<file path="src/rtl/usb_mem_reader.sv">
// Reads a byte range from the USB packet RAM word port and emits it as a byte stream.
// Define USB_MEM_READER_PREFETCH_EN for two word slots (read-ahead); default is one slot.
module usb_mem_reader (
    input  logic        clk,
    input  logic        rst_n,
    input  logic        start,
    input  logic [9:0]  start_addr,
    input  logic [10:0] length,
    input  logic        abort,
    output logic        busy,
    output logic        done,
    output logic        avalid,
    output logic        awe,
    output logic [7:0]  aaddr,
    output logic [31:0] adata,
    output logic [3:0]  astrb,
    input  logic        bvalid,
    input  logic [31:0] bdata,
    output logic        out_valid,
    output logic [7:0]  out_data,
    output logic        out_last,
    input  logic        out_ready
);

`ifdef USB_MEM_READER_PREFETCH_EN
    localparam logic [1:0] SLOTS = 2'd2;
`else
    localparam logic [1:0] SLOTS = 2'd1;
`endif

    typedef enum logic {IDLE, RUN} state_t;

    state_t      state, state_next;
    logic        pend;
    logic [1:0]  fill;
    logic [7:0]  word_addr;
    logic [10:0] words_left;
    logic [10:0] bytes_left;
    logic [1:0]  byte_idx;
    logic        done_r;
    logic [31:0] slot0, slot1;
    logic [10:0] span;

    logic avalid_c, out_valid_c, hs, push, pop, finish, wr_idx;

    // Words spanned by the range, counting the partial leading word.
    assign span = {9'd0, start_addr[1:0]} + length + 11'd3;

    always_ff @(posedge clk or negedge rst_n) begin
        if (!rst_n) state <= IDLE;
        else        state <= state_next;
    end

    always_comb begin
        state_next  = state;
        avalid_c    = 1'b0;
        out_valid_c = 1'b0;
        hs          = 1'b0;
        push        = 1'b0;
        pop         = 1'b0;
        finish      = 1'b0;
        if (state == RUN) begin
            avalid_c    = !pend && (fill < SLOTS) && (words_left != 11'd0);
            out_valid_c = (fill != 2'd0);
            hs          = out_valid_c && out_ready;
            push        = pend && bvalid;
            pop         = hs && ((byte_idx == 2'd3) || (bytes_left == 11'd1));
            finish      = hs && (bytes_left == 11'd1);
            if (finish) state_next = IDLE;
        end else if (start && (length != 11'd0)) begin
            state_next = RUN;
        end
        if (abort) state_next = IDLE;
    end

    // A response lands behind the word still left after this cycle's pop.
    assign wr_idx = fill[0] & ~pop;

    always_ff @(posedge clk or negedge rst_n) begin
        if (!rst_n) begin
            pend       <= 1'b0;
            fill       <= 2'd0;
            word_addr  <= 8'd0;
            words_left <= 11'd0;
            bytes_left <= 11'd0;
            byte_idx   <= 2'd0;
            done_r     <= 1'b0;
        end else if (abort) begin
            pend   <= 1'b0;
            fill   <= 2'd0;
            done_r <= 1'b0;
        end else begin
            done_r <= finish;
            if (state == IDLE) begin
                pend <= 1'b0;
                if (start) begin
                    if (length == 11'd0) done_r <= 1'b1;
                    word_addr  <= start_addr[9:2];
                    words_left <= span >> 2;
                    bytes_left <= length;
                    byte_idx   <= start_addr[1:0];
                    fill       <= 2'd0;
                end
            end else begin
                if (avalid_c) begin
                    pend       <= 1'b1;
                    word_addr  <= word_addr + 8'd1;
                    words_left <= words_left - 11'd1;
                end else if (push) begin
                    pend <= 1'b0;
                end
                fill <= fill + {1'b0, push} - {1'b0, pop};
                if (hs) begin
                    bytes_left <= bytes_left - 11'd1;
                    byte_idx   <= byte_idx + 2'd1;
                end
            end
        end
    end

    always_ff @(posedge clk) begin
        if (pop) slot0 <= slot1;
        if (push) begin
            if (wr_idx) slot1 <= bdata;
            else        slot0 <= bdata;
        end
    end

    assign busy      = (state == RUN);
    assign done      = done_r;
    assign avalid    = avalid_c;
    assign aaddr     = avalid_c ? word_addr : 8'h00;
    assign awe       = 1'b0;
    assign adata     = 32'h0;
    assign astrb     = 4'h0;
    assign out_valid = out_valid_c;
    assign out_data  = out_valid_c ? slot0[{byte_idx, 3'b000} +: 8] : 8'h00;
    assign out_last  = out_valid_c && (bytes_left == 11'd1);

endmodule
</file>
<file path="config.mk">
export PLATFORM = sky130hd
export DESIGN_NAME = usb_mem_reader
export DESIGN_NICKNAME = d
export VERILOG_FILES = /design/src/rtl/usb_mem_reader.sv
export SDC_FILE = /design/constraint.sdc
export NUM_CORES = 1
export LEC_CHECK = 0
export CORE_ASPECT_RATIO = 0.8
export CORE_MARGIN = 1
export CORE_UTILIZATION = 45
export CTS_CLUSTER_DIAMETER = 40
export CTS_CLUSTER_SIZE = 10
export DETAILED_ROUTE_END_ITERATION = 8
export GPL_TIMING_DRIVEN = 0
export PLACE_DENSITY_LB_ADDON = 0.12
export SKIP_CTS_REPAIR_TIMING = 1
export SLEW_MARGIN = 20
export SYNTH_ARGS = -nofsm -noshare
export SYNTH_HDL_FRONTEND = slang
export SYNTH_SLANG_ARGS = --single-unit
export TNS_END_PERCENT = 10
</file>
<file path="constraint.sdc">
create_clock -name clk -period 3.17 [get_ports clk]
set_clock_uncertainty 0.1 [all_clocks]
set_input_delay 0.634 -clock clk [delete_from_list [all_inputs] [get_ports clk]]
set_output_delay 0.634 -clock clk [all_outputs]
set_load 0.005 [all_outputs]
</file>
# == Yosys cells after proc, flatten, opt, wreduce, memory -nomap -nowiden ==
# Cells that the tools add are included.
# totals
reg_bits,101
latch_bits,0
ramBits,0
romBits,0
input_bits,59
output_inout_bits,58
elab_cells,85
n_memories,0
# op_classes
add_sub_neg,8
multipliers,0
n_div,0
magnitude_cmp,1
eq_ne,5
shift,1
n_mux,38
bitwise,3
n_reduce_logical,19
# ops
op,count
$mux W32,3
$mux W11,6
$mux W8,5
$shiftx A32 B6 Y8,1
$reduce_bool A11 Y1,2
$sub A11 B1 Y11 const B,2
$mux W1,18
$mux W2,6
$add A11 B2 Y11 const B,1
$add A2 B11 Y11,1
$eq A11 B1 Y1 const B,1
$logic_not A11 Y1,1
$add A8 B1 Y8 const B,1
$logic_and A1 B1 Y1,8
$reduce_and A3 Y1,2
$ne A2 B1 Y1 const B,2
$ne A4 B2 Y1 const B,1
$reduce_bool A2 Y1,2
$reduce_bool A3 Y1,1
$add A2 B1 Y2,1
$add A2 B1 Y2 const B,1
$eq A2 B2 Y1 const B,1
$lt A2 B1 Y1 const B,1
$not A1 Y1,2
other kinds (5),5

# == Logic depth before layout (Yosys ltp) ==
# Gate-level depths: netlist of run 1.
# logic_depth
ltp_word,8
mapped_depth,12
depth_no_buf,12

# == Worst setup path after synthesis of run 1 ==
# OpenSTA, ideal clock, no wires.
# synth_path
kind,input port to flip-flop
startpoint,input port out_ready
endpoint,register slot1[0] (enable)
setup_ns,0.422
arrival_ns,2.376
required_ns,2.648
slack_ns,0.272
stages,4
n_path_buf,0
cell_sequence,o211ai_1 > or2_1 > nand2_1 > nor2_1
# synth_between
elab_chain_cells,6
# synth_lines
item,line_no,source
start: declaration,22,input logic out_ready
$logic_and A1 B1 Y1,65,hs = out_valid_c && out_ready;
$logic_and A1 B1 Y1,67,pop = hs && ((byte_idx == 2'd3) || (bytes_left == 11'd1));
$mux W1,62,if (state == RUN) begin
$not A1 Y1,77,assign wr_idx = fill[0] & ~pop;
$and A1 B1 Y1,77,
$reduce_and A2 Y1 (no source line),n/a,
end signal: assignment,124,if (wr_idx) slot1 <= bdata;
end: declaration,41,"logic [31:0] slot0, slot1;"
# Every way passes these cells.
# A chain may end at the register's enable or synchronous reset.

# == Final worst setup path of run 1 ==
# layout_path
startpoint,register words_left[0]
endpoint,output port aaddr[4]
# layout_between
elab_chain_cells,4
# layout_lines
item,line_no,source
start: declaration,37,logic [10:0] words_left;
start signal: assignment,99,words_left <= span >> 2;
start signal: assignment,108,words_left <= words_left - 11'd1;
$reduce_bool A11 Y1,63,avalid_c = !pend && (fill < SLOTS) && (words_left != 11'd0);
$logic_and A1 B1 Y1,63,
$mux W1,62,
$mux W8,132,assign aaddr = avalid_c ? word_addr : 8'h00;
end: declaration,14,"output logic [7:0] aaddr,"
# Every way passes these cells.

==> reports/summary.md, run 1 <==
The category of the worst setup path capture point was an output port. The power density relative to cell area came out at 544.9 nW/um^2. The run gives 0.2354 as the global routing usage summed across all routing layers. For the worst setup path, the data required time is 2440 ps. The critical path contains buffers and inverters numbering 2 combined. The synthesized design contains 32 enable-type register cells.

The clock-pin transition on the worst setup and hold timing paths came out at 70 ps. Critical path launch point type: a register. Across the run, the number of max-cap violations was 0. Power comes to 3.695 mW.

The tools report the post-layout utilization of the core as 0.5909. TritonCTS built the clock tree. Of all nets on the critical path, the largest fanout is 9. The first global-routing pass estimated 21600 um of wire. The tools report the setup total negative slack as 0 ps.

Maximum clock rate: 0.3321 GHz. Tracing the worst setup path back leads to its startpoint at words_left[0]. STA puts the critical path data arrival time at 2280 ps. The post-layout minimum cycle time is 3011 ps. The area of the core came out at 11470 um^2. The slowest cell on the critical path is clkdlybuf4s50_1. The share of layout cells above drive strength 1 is 0.1500.

The most frequent standard cell in the layout excluding fill and tap cells is clkdlybuf4s50_1. The number of global-route vias before repair is 4025, and the maximum number of pins on one net before global-route repair is 27. The worst min-delay path category is in2async. Fill cells in the final layout number 1007.

For the number of pins exceeding their max-slew limit in the final report, the log shows 0. Walking the worst path, the cells encountered are inv_2, ha_1, nor3b_4, nand4_1, nand2_2, nor2_4, and2_1, clkdlybuf4s50_1. For this block, wires on met1 add up to 6450 um.

The detailed router placed 4331 vias in this run. The root buffer cell was clkbuf_16. The switching share of power was 0.3050.

The ratio of routed vias to standard cells is 5.496. The register area share after synthesis was 0.4780; the clock tree buffer depth was 2. The logs give 0.225 for the combinational cell fraction of total power and 6780 um^2 for the final design instance area without fill. The worst setup path is of the reg2out kind. The starting density of the core was 0.4609.

Yosys mapped the design onto 64 distinct sky130hd cell types. The wire length on met3 was 1193 um. Family of cells with the greatest summed delay on the critical path: simple AND/OR/NAND/NOR gates. The startpoint of the lowest-slack register-to-register path is bytes_left[4]. In this run the core area contains 35 standard-cell rows. The flow ran to the end, and the final reports show no timing, DRC or antenna violations. The max-slew headroom at the worst pin is 0.3800. The tools report the hold violation total from the final report as 0. In this run the number of H-tree levels came out at 3. 117 I/O pins were placed.

The total DRC errors in the routed layout is 0. The wire length per cell after detailed routing works out to 17.27 um. The height of the die was 98.96 um.

The wire length reported by the detailed router is 13610 um. In the layout the commonest cells are clkdlybuf4s50_1 (78), and2_1 (41), buf_4 (38). The length of the first detailed-routing pass in iterations is 5, and the period utilization is 0.9499. The logs give 0 for the number of synthesis warnings and 506 for the cell count after synthesis.

At the end of the flow, the number of nets in the layout was 705. Setup repair after global routing left no endpoint under its margin. The transition time at the pin with the least slew margin came out at 921.5 ps. The logs give 0 for the number of antenna violations at the first check in global routing and 101 for the clock sink count.

The tightest hold path in the finished design has a slack of 70.93 ps. Cell internal power was estimated by the tool at 2.568 mW. Largest stage delay on the critical path: 490 ps. Summed over all cells, the static leakage comes to 2.715 nW. The run gives 9955 um as the HPWL after detailed placement.

For this block, the initial DRC count from the detailed router was 314. The average size of a mapped cell was 10.45 um^2; the synthesis-to-layout area growth was 28.23%. The synthesized cell area was 5288 um^2; the area of the die was 12190 um^2. For the maximum ir drop on the vdd rail, the log shows 0.2592 mV. The count of inserted antenna diode cells was 0.

The tools report the share of total power in sequential cells as 0.479. The highest layer touched by signal routing is met4. Clock tree synthesis inserted a total of 9 buffers. The count of port buffers added during placement was 79; the die outline width was 123.2 um. The congestion estimate from routability-driven global placement came to 0.8968.

In this run, synthesis produced a sequential element count of 101. Once detail routing completed, the nets flagged for antenna violations numbered 0. The primary flip-flop cell chosen by synthesis mapping is dfrtp_1.

For the worst-skew pair, the clock arrives at the later sink with an insertion delay of 350 ps. The final setup violation count was 0. The switching power summed over all nets was 1.127 mW. The routed design uses 5783 um of met2 wire. The proportion of power drawn by the clock network was 0.295.

After global routing the overflow that remains totals 0. The tools report the placed standard-cell area as 6441 um^2. The async set-or-reset flop fraction in the synthesized netlist works out to 0.3663.
-- worst reg2reg max path, cell delays in order (launching register included) --
cell and delay [ps]:
dfrtp_1 470, nor4_2 360, a41oi_1 280, or2_1 320, inv_1 80, ha_1 220, inv_1 60, ha_1 150
xnor2_1 150, xnor2_1 90, a21oi_1 160, nor2_1 60
-- worst paths after layout --
path | endpoint | slack, ps | depth (start not counted)
min in group clk | slot0[20] | 390 | 1
max in group asynchronous | busy | 2450 | 2
hold / removal | words_left[0] | 70 | 1
setup / recovery | aaddr[4] | 160 | 8
setup reg to reg | fill[1] | 530 | 11
hold reg to reg | slot0[20] | 390 | 1
-- metrics by stage --
step                worst slack (ps)  std cells
detailed placement             60.87        771
floorplan                      272.4        542
finish                         158.9        788
global placement               -1009        769
global route                   11.78        788
CTS                           -327.5        787
-- cells by family (layout without fill, tap and decap cells) --
group / count (synthesis) / count (layout) / synth area share
other: 1 / 37 / 0.0007092
flip-flops: 101 / 101 / 0.4780
AND/OR/NAND/NOR: 172 / 172 / 0.1782
adder cells (fa/ha/maj): 11 / 11 / 0.02745
AO/OA/AOI/OAI: 118 / 118 / 0.1668
buffers and inverters: 78 / 176 / 0.08471
multiplexers: 15 / 15 / 0.04756
XOR/XNOR: 10 / 10 / 0.01657
-- Yosys cell counts (all sizes together), types with 6 or more instances --
cell type / count / area share
clkbuf: 15 / 0.011
mux2i: 6 / 0.011
nor4: 8 / 0.0095
ha: 10 / 0.024
nand3: 18 / 0.017
inv: 14 / 0.0099
mux4: 8 / 0.034
dfxtp: 32 / 0.12
nand2: 30 / 0.021
dfrtp: 37 / 0.18
edfxtp: 32 / 0.18
nor3: 6 / 0.0057
o21ai: 22 / 0.022
and2: 41 / 0.049
nor2b: 9 / 0.011
a21oi: 22 / 0.022
nor2: 26 / 0.018
a221o: 33 / 0.062
buf: 48 / 0.063
xnor2: 8 / 0.013
-- power by group through the flow --
stage / Sequential, mW / Combinational, mW / Clock, mW
after floorplan: 1.70 / 0.571 / 0
after global placement: 1.77 / 0.792 / 0
after detailed placement: 1.78 / 0.816 / 0
after CTS: 1.76 / 0.819 / 1.11
after global routing: 1.80 / 0.926 / 1.16
final: 1.77 / 0.833 / 1.09
-- registers in the layout (all words and copies together), names as in the netlist --
name,flops
slot0,32
slot1,32
bytes_left,11
words_left,11
word_addr,8
byte_idx,2
fill,2
busy,1
done,1
pend,1
-- per-layer routing --
layer	GRT usage	up-vias
met4	0.06487	0
met5	0	-
met2	0.3232	180
met1	0.3686	2072
li1	-	2064
met3	0.04977	15
-- final cells by class --
type,count,area [um^2],area share
Buffer,63,394.1,0.05813
Tap cell,148,185.2,0.02731
Clock inverter,7,63.81,0.009411
Timing Repair Buffer,82,833.3,0.1229
Clock buffer,9,225.2,0.03322
Inverter,15,56.30,0.008304
Sequential cell,101,2529,0.3729
Multi-Input combinational cell,363,2494,0.3678
No activity file was read; power rests on OpenSTA's default activity.
==> run 2, diff against run 1 <==
--- a/config.mk
+++ b/config.mk
@@ -7,9 +7,8 @@
 export LEC_CHECK = 0
 export CORE_ASPECT_RATIO = 0.8
 export CORE_MARGIN = 1
-export CORE_UTILIZATION = 45
+export CORE_UTILIZATION = 50
 export CTS_CLUSTER_DIAMETER = 40
-export CTS_CLUSTER_SIZE = 10
 export DETAILED_ROUTE_END_ITERATION = 8
 export GPL_TIMING_DRIVEN = 0
 export PLACE_DENSITY_LB_ADDON = 0.12
==> reports/summary.md, run 2 (synthesis results as in run 1) <==
The min-delay analysis places its worst path in the category in2async. The signal on the critical path passes through inv_2, ha_1, nor3b_4, nand4_1, nand2_2, nor2_4, and2_1, clkdlybuf4s50_1. The post-layout minimum cycle time is 3173 ps (+161.5 ps). Maximum ir drop on the vdd rail: 0.3273 mV (+26%). The final reports fail on design-rule violations, negative setup slack.

The number of pins exceeding their max-slew limit in the final report was 0 (unchanged). The clock-pin transition on the worst setup and hold timing paths was 80 ps (about the same); the data arrival time of the critical path was 2440 ps (+160 ps). The leakage power is 2.818 nW (+3.8%), and the HPWL after detailed placement is 9963 um (about the same). The tools report the overall via count from detail_route as 4411 (+1.8%).

The most frequent standard cell in the layout excluding fill and tap cells was clkdlybuf4s50_1. The hold violation total from the final report is 0 (unchanged), and the ratio of routed vias to standard cells is 5.662 (+3.0%). The count of port buffers added during placement is 79 (unchanged), and the synthesis-to-layout area growth is 28.18% (about the same). Number of antenna violations at the first check in global routing: 0 (unchanged). Critical path launch point type: a register. The transition time at the pin with the least slew margin is 806.0 ps (-115.5 ps), and the final setup violation count is 1 (+1). The tools report the number of global-route vias before repair as 4044 (+0.47%). The share of layout cells above drive strength 1 works out to 0.1471 (-0.002895).

For the switching power summed over all nets, the log shows 1.115 mW (-1.1%). Count of inserted antenna diode cells: 0 (unchanged). The slowest cell on the critical path is dfrtp_2. The logs give 2.565 mW (-0.12%) for the internal power of the cells and 864 (-14%) for the number of fill cells in the layout. The length of the first detailed-routing pass in iterations came out at 7 (+2). The top cell types in the final layout, fill and taps aside, are clkdlybuf4s50_1 (72), and2_1 (41), buf_4 (37), conb_1 (37), dfrtp_1 (36). The tools report the required arrival time at the worst endpoint as 2440 ps (about the same). The net count of the finished layout came out at 704 (-0.14%).

The sequential cell area in the final layout was 2529 um^2 (unchanged); the area of the die was 10990 um^2 (-9.8%). For the max-slew headroom at the worst pin, the log shows 0.4577 (+0.07770). Root buffer cell: clkbuf_16. The area of the core is 10280 um^2 (-10%).

H-tree depth reported by CTS: 3 (unchanged). Detailed router's first-iteration violation count: 294 (-6.4%). The combinational cell fraction of total power came out at 0.227 (+0.002). The number of buffers created by CTS came out at 9 (unchanged). TritonCTS built the clock tree. The run gives 0.2596 (+0.02412) as the global routing usage summed across all routing layers. The clock sink count is 101 (unchanged), and the first-pass GRT wire length is 21160 um (-2.1%). The run gives 0.8843 (-1.4%) as the routability congestion estimate. The max-capacitance violation count is 0 (unchanged). The flow ran to the end, but the final reports show violations.

The top fanout value on the critical path was 9 (unchanged). Total overflow reported by the global router: 0 (unchanged). Starting density of the core: 0.5143 (+0.05345).

The setup total negative slack came out at -2.573 ps (-2.573 ps). The worst setup path is captured at an output port. The worst setup path is of the reg2out kind. The logs give 0.294 (about the same) for the proportion of power drawn by the clock network and 350 ps (about the same) for the clock latency reported for the late side of the worst-skew pair. The final design instance area without fill is 6778 um^2 (about the same).

For the wire length reported by the detailed router, the log shows 13580 um (-0.21%). The number of core rows was 33 (-5.7%); the setup slack of the critical path after layout was -2.573 ps (-161.5 ps). The run gives 2487 um^2 (-0.25%) as the combined area of the multi-input logic cells. The die outline width was 117.0 um (-5.0%); the maximum clock rate was 0.3152 GHz (-5.1%). The largest stage delay on the critical path works out to 450 ps (-40 ps). For the number of top-level pins, the log shows 117 (unchanged). The share of total power in sequential cells is 0.479 (about the same), and the power density relative to cell area is 542.9 nW/um^2 (-0.38%).

The count of nets left with antenna violations after detail routing was 0 (unchanged). The total DRC errors in the routed layout is 2 (+2), and the period utilization is 1.001 (+0.05094). The wire length per cell after detailed routing came out at 17.43 um (+0.95%).

The clock tree buffer depth was 2 (unchanged); the height of the die was 93.98 um (-5.0%). Setup repair after global routing could not meet its margin everywhere. The placed standard-cell area came out at 6439 um^2 (about the same). The switching share of power is 0.3030 (-0.002064), and the maximum number of pins on one net before global-route repair is 29 (+7.4%).

In the final layout, the registers with the most flip-flops are slot0 x32, slot1 x32.
[run 2: stage by stage]
| stage | setup WS [ps] | util | instances | hold WS, ps | total power [mW] |
|---|---|---|---|---|---|
| finish | -2.573 | 0.6592 | 779 | 56.36 | 3.679 |
| global route | -113.6 | 0.6592 | 779 | 59.17 | 3.855 |
| floorplan | 272.4 | - | 542 | 238.4 | 2.276 |
| detailed placement | 81.01 | 0.6263 | 763 | 371.9 | 2.594 |
| global placement | -933.5 | 0.6214 | 761 | 361.9 | 2.545 |
| CTS | -339.0 | 0.6543 | 779 | 58.77 | 3.664 |
[run 2: worst paths after layout]
path,end,cells past startpoint,start,slack [ps]
worst min register to register,slot0[21],1,slot0[21],390
worst min-delay path,bytes_left[8],1,rst_n,60
worst max-delay path,aaddr[2],8,words_left[0],-3
min in group clk,slot0[21],1,slot0[21],390
max in group asynchronous,words_left[0],2,rst_n,2450
worst max register to register,fill[1],11,bytes_left[4],520
[run 2: power by group through the flow]
stage | registers [mW] | clock network, mW | logic (mW)
after floorplan | 1.70 | 0 | 0.571
after global placement | 1.76 | 0 | 0.785
after detailed placement | 1.78 | 0 | 0.819
after CTS | 1.75 | 1.09 | 0.822
after global routing | 1.79 | 1.14 | 0.918
final | 1.76 | 1.08 | 0.833
[run 2: final cells by class]
type / count / area share
repair buffers: 81 / 0.1252
clock inverters: 7 / 0.009230
well taps: 140 / 0.02584
flip-flops and latches: 101 / 0.3731
multi-input cells: 363 / 0.3670
plain buffers: 63 / 0.05815
clock buffers: 9 / 0.03323
inverters: 15 / 0.008307
[run 2: critical path: cells and delay by family (launching register included)]
| family | cells | cell delay, ps |
|---|---|---|
| and+or+nand+nor | 5 | 970 |
| buffers and inverters | 2 | 530 |
| DFF | 1 | 450 |
| adders and majority gates | 1 | 140 |
[run 2: metal layers]
metal  GRT usage  wire, um  vias up
li1            -         -     2072
met1      0.3932      6344     2115
met2      0.3762      6039      212
met3     0.05355      1110       12
met4     0.06435        87        0
met5           0         0        -
==> run 3, diff against run 2 <==
--- a/config.mk
+++ b/config.mk
@@ -7,11 +7,12 @@
 export LEC_CHECK = 0
 export CORE_ASPECT_RATIO = 0.8
 export CORE_MARGIN = 1
-export CORE_UTILIZATION = 50
+export CORE_UTILIZATION = 40
 export CTS_CLUSTER_DIAMETER = 40
 export DETAILED_ROUTE_END_ITERATION = 8
 export GPL_TIMING_DRIVEN = 0
 export PLACE_DENSITY_LB_ADDON = 0.12
+export SETUP_SLACK_MARGIN = 0.4
 export SKIP_CTS_REPAIR_TIMING = 1
 export SLEW_MARGIN = 20
 export SYNTH_ARGS = -nofsm -noshare
==> reports/summary.md, run 3 (synthesis results as in run 1) <==
Post-layout minimum cycle time: 3000 ps (-172.7 ps). The area of the core is 12870 um^2 (+25%), and the sum of internal, switching and leakage power is 3.700 mW (+0.56%). Category of the worst setup path capture point: an output port.

The top fanout value on the critical path works out to 4 (-5). The checks that failed: design-rule violations. The logs give 101 (unchanged) for the clock sink count and 0 (-1) for the final setup violation count.

The wire length reported by the detailed router came out at 13800 um (+1.6%). The largest registers in the layout are slot0 x32, slot1 x32. The number of top-level pins came out at 117 (unchanged). The logs give 350 ps (about the same) for the clock latency reported for the late side of the worst-skew pair and 0 (unchanged) for the max-capacitance violation count. The run gives 0.2608 mV (-20%) as the maximum ir drop on the vdd rail. The most frequent standard cell in the layout excluding fill and tap cells was clkdlybuf4s50_1. The largest stage delay on the critical path works out to 450 ps (about the same). The maximum clock rate came out at 0.3334 GHz (+5.8%).

The HPWL after detailed placement is 9927 um (-0.36%), and the number of fill cells in the layout is 1181 (+37%). The share of total power in sequential cells was 0.477 (-0.002). The flow ran to the end, but the final reports show violations. The area growth from synthesis to layout is 30.24%. The worst min-delay path category was in2async.

The number of antenna violations at the first check in global routing was 0 (unchanged). The starting density of the core is 0.4108 (-0.1034), and the total overflow reported by the global router is 0 (unchanged). The height of the die came out at 104.8 um (+12%). The critical path class is reg2out.

The logs give 2440 ps (about the same) for the required arrival time at the worst endpoint and 0.2045 (-0.05512) for the global routing usage summed across all routing layers. The clock tree buffer depth came out at 2 (unchanged). TritonCTS built the clock tree. The critical path goes through inv_2, ha_4, nor3b_4, nand4_1, nand2_2, nor2_4, and2_1, clkdlybuf4s50_1. Count of port buffers added during placement: 79 (unchanged). The clock-pin transition on the worst setup and hold timing paths works out to 70 ps (about the same). The wire length per cell after detailed routing was 16.81 um (-3.6%); the hold violation total from the final report was 0 (unchanged). For the area of the die, the log shows 13690 um^2 (+24%). The first-pass GRT wire length is 21230 um (+0.36%), and the count of nets left with antenna violations after detail routing is 0 (unchanged). The die outline width was 130.5 um (+12%); the worst-case hold slack was 97.18 ps (+40.82 ps). The maximum number of pins on one net before global-route repair is 25 (-14%), and the period utilization is 0.9463 (-0.05449).

The tools report the root buffer cell as clkbuf_16. The switching share of power came out at 0.3018 (-0.001177). The run gives 3 (unchanged) as the H-tree depth reported by CTS.

The net count of the finished layout was 711 (+0.99%). The proportion of power drawn by the clock network was 0.288 (-0.006). The number of core rows is 37 (+12%), and the ratio of routed vias to standard cells is 5.323 (-6.0%). Setup repair after global routing could not meet its margin everywhere. The max-slew headroom at the worst pin came out at 0.3290 (-0.1287). The transition time at the pin with the least slew margin is 997.3 ps (+191.3 ps). The overall via count from detail_route came out at 4370 (-0.93%). The number of buffers created by CTS was 9 (unchanged).

On the critical path, the stage with the largest delay is an instance of dfrtp_2. For the number of pins exceeding their max-slew limit in the final report, the log shows 0 (unchanged). The power density relative to cell area came out at 537.3 nW/um^2 (-1.0%).

The switching power summed over all nets is 1.117 mW (+0.17%). The logs give 3928 (-2.9%) for the number of global-route vias before repair and 2.778 nW (-1.4%) for the leakage power. For the data arrival time of the critical path, the log shows 2270 ps (-170 ps).

The share of layout cells above drive strength 1 is 0.1641 (+0.01698). In the layout the commonest cells are clkdlybuf4s50_1 (75), buf_4 (42), and2_1 (39). The length of the first detailed-routing pass in iterations was 9 (+2); the total DRC errors in the routed layout was 2 (unchanged). STA classifies the critical path startpoint as a register. The internal power of the cells is 2.583 mW (+0.73%), and the count of inserted antenna diode cells is 0 (unchanged).

The routability congestion estimate is 0.8475 (-4.2%). The detailed router's first-iteration violation count was 402 (+37%). The combinational cell fraction of total power came out at 0.235 (+0.008).
## run 3: cell count changes in the layout (fill, tap and decap cells not counted), moves of 2 or more
cell,before,now
and2_1,41,39
and2_4,0,2
buf_4,37,42
clkdlybuf4s50_1,72,75
clkinvlp_4,0,2
dlymetal6s2s_1,6,2
## run 3: final cells by class
cell class	count	area, um^2	area share
Clock inverter	7	56.30	0.008176
Tap cell	175	219.0	0.03180
Inverter	15	56.30	0.008176
Multi-Input combinational cell	364	2525	0.3666
Timing Repair Buffer	87	882.1	0.1281
Clock buffer	9	225.2	0.03270
Buffer	63	394.1	0.05723
Sequential cell	101	2529	0.3672
## run 3: critical path: cells and delay by family, from the launching register on
family / cells / cell delay, ps
and+or+nand+nor: 5 / 800
buffers and inverters: 2 / 540
DFF: 1 / 450
adders and majority gates: 1 / 120
## run 3: metrics by stage
stage | setup TNS [ps] | cells | area, um^2 | util | setup slack (ps)
after floorplan | 0 | 542 | 5425 | - | 808.8
after global placement | -7760 | 796 | 6435 | 0.5000 | -244.7
after detailed placement | 0 | 798 | 6482 | 0.5037 | 29.02
after CTS | -5407 | 814 | 6764 | 0.5256 | -364.9
after global routing | 0 | 821 | 6887 | 0.5351 | 67.82
final | 0 | 821 | 6887 | 0.5351 | 170.2
## run 3: power groups by stage
stage	logic (mW)	registers, mW	clock network (mW)
floorplan	0.571	1.70	0
global placement	0.795	1.77	0
detailed placement	0.816	1.77	0
CTS	0.820	1.75	1.09
global route	0.953	1.80	1.13
finish	0.870	1.77	1.06
## run 3: final timing paths
| path | startpoint | end | slack, ps | depth (start not counted) |
|---|---|---|---|---|
| setup / recovery | words_left[0] | aaddr[5] | 170 | 8 |
| min in group clk | slot0[16] | slot0[16] | 390 | 1 |
| setup reg to reg | bytes_left[5] | slot0[14] | 670 | 6 |
| max in group asynchronous | rst_n | pend | 2410 | 2 |
| hold reg to reg | slot0[16] | slot0[16] | 390 | 1 |
| hold / removal | rst_n | bytes_left[7] | 100 | 1 |
## run 3: layer usage
| layer | up-vias | wire, um | GRT usage |
|---|---|---|---|
| met4 | 0 | 192 | 0.05008 |
| met3 | 23 | 1109 | 0.03738 |
| met5 | - | 0 | 0 |
| li1 | 2087 | - | - |
| met2 | 186 | 5599 | 0.2778 |
| met1 | 2074 | 6897 | 0.3270 |
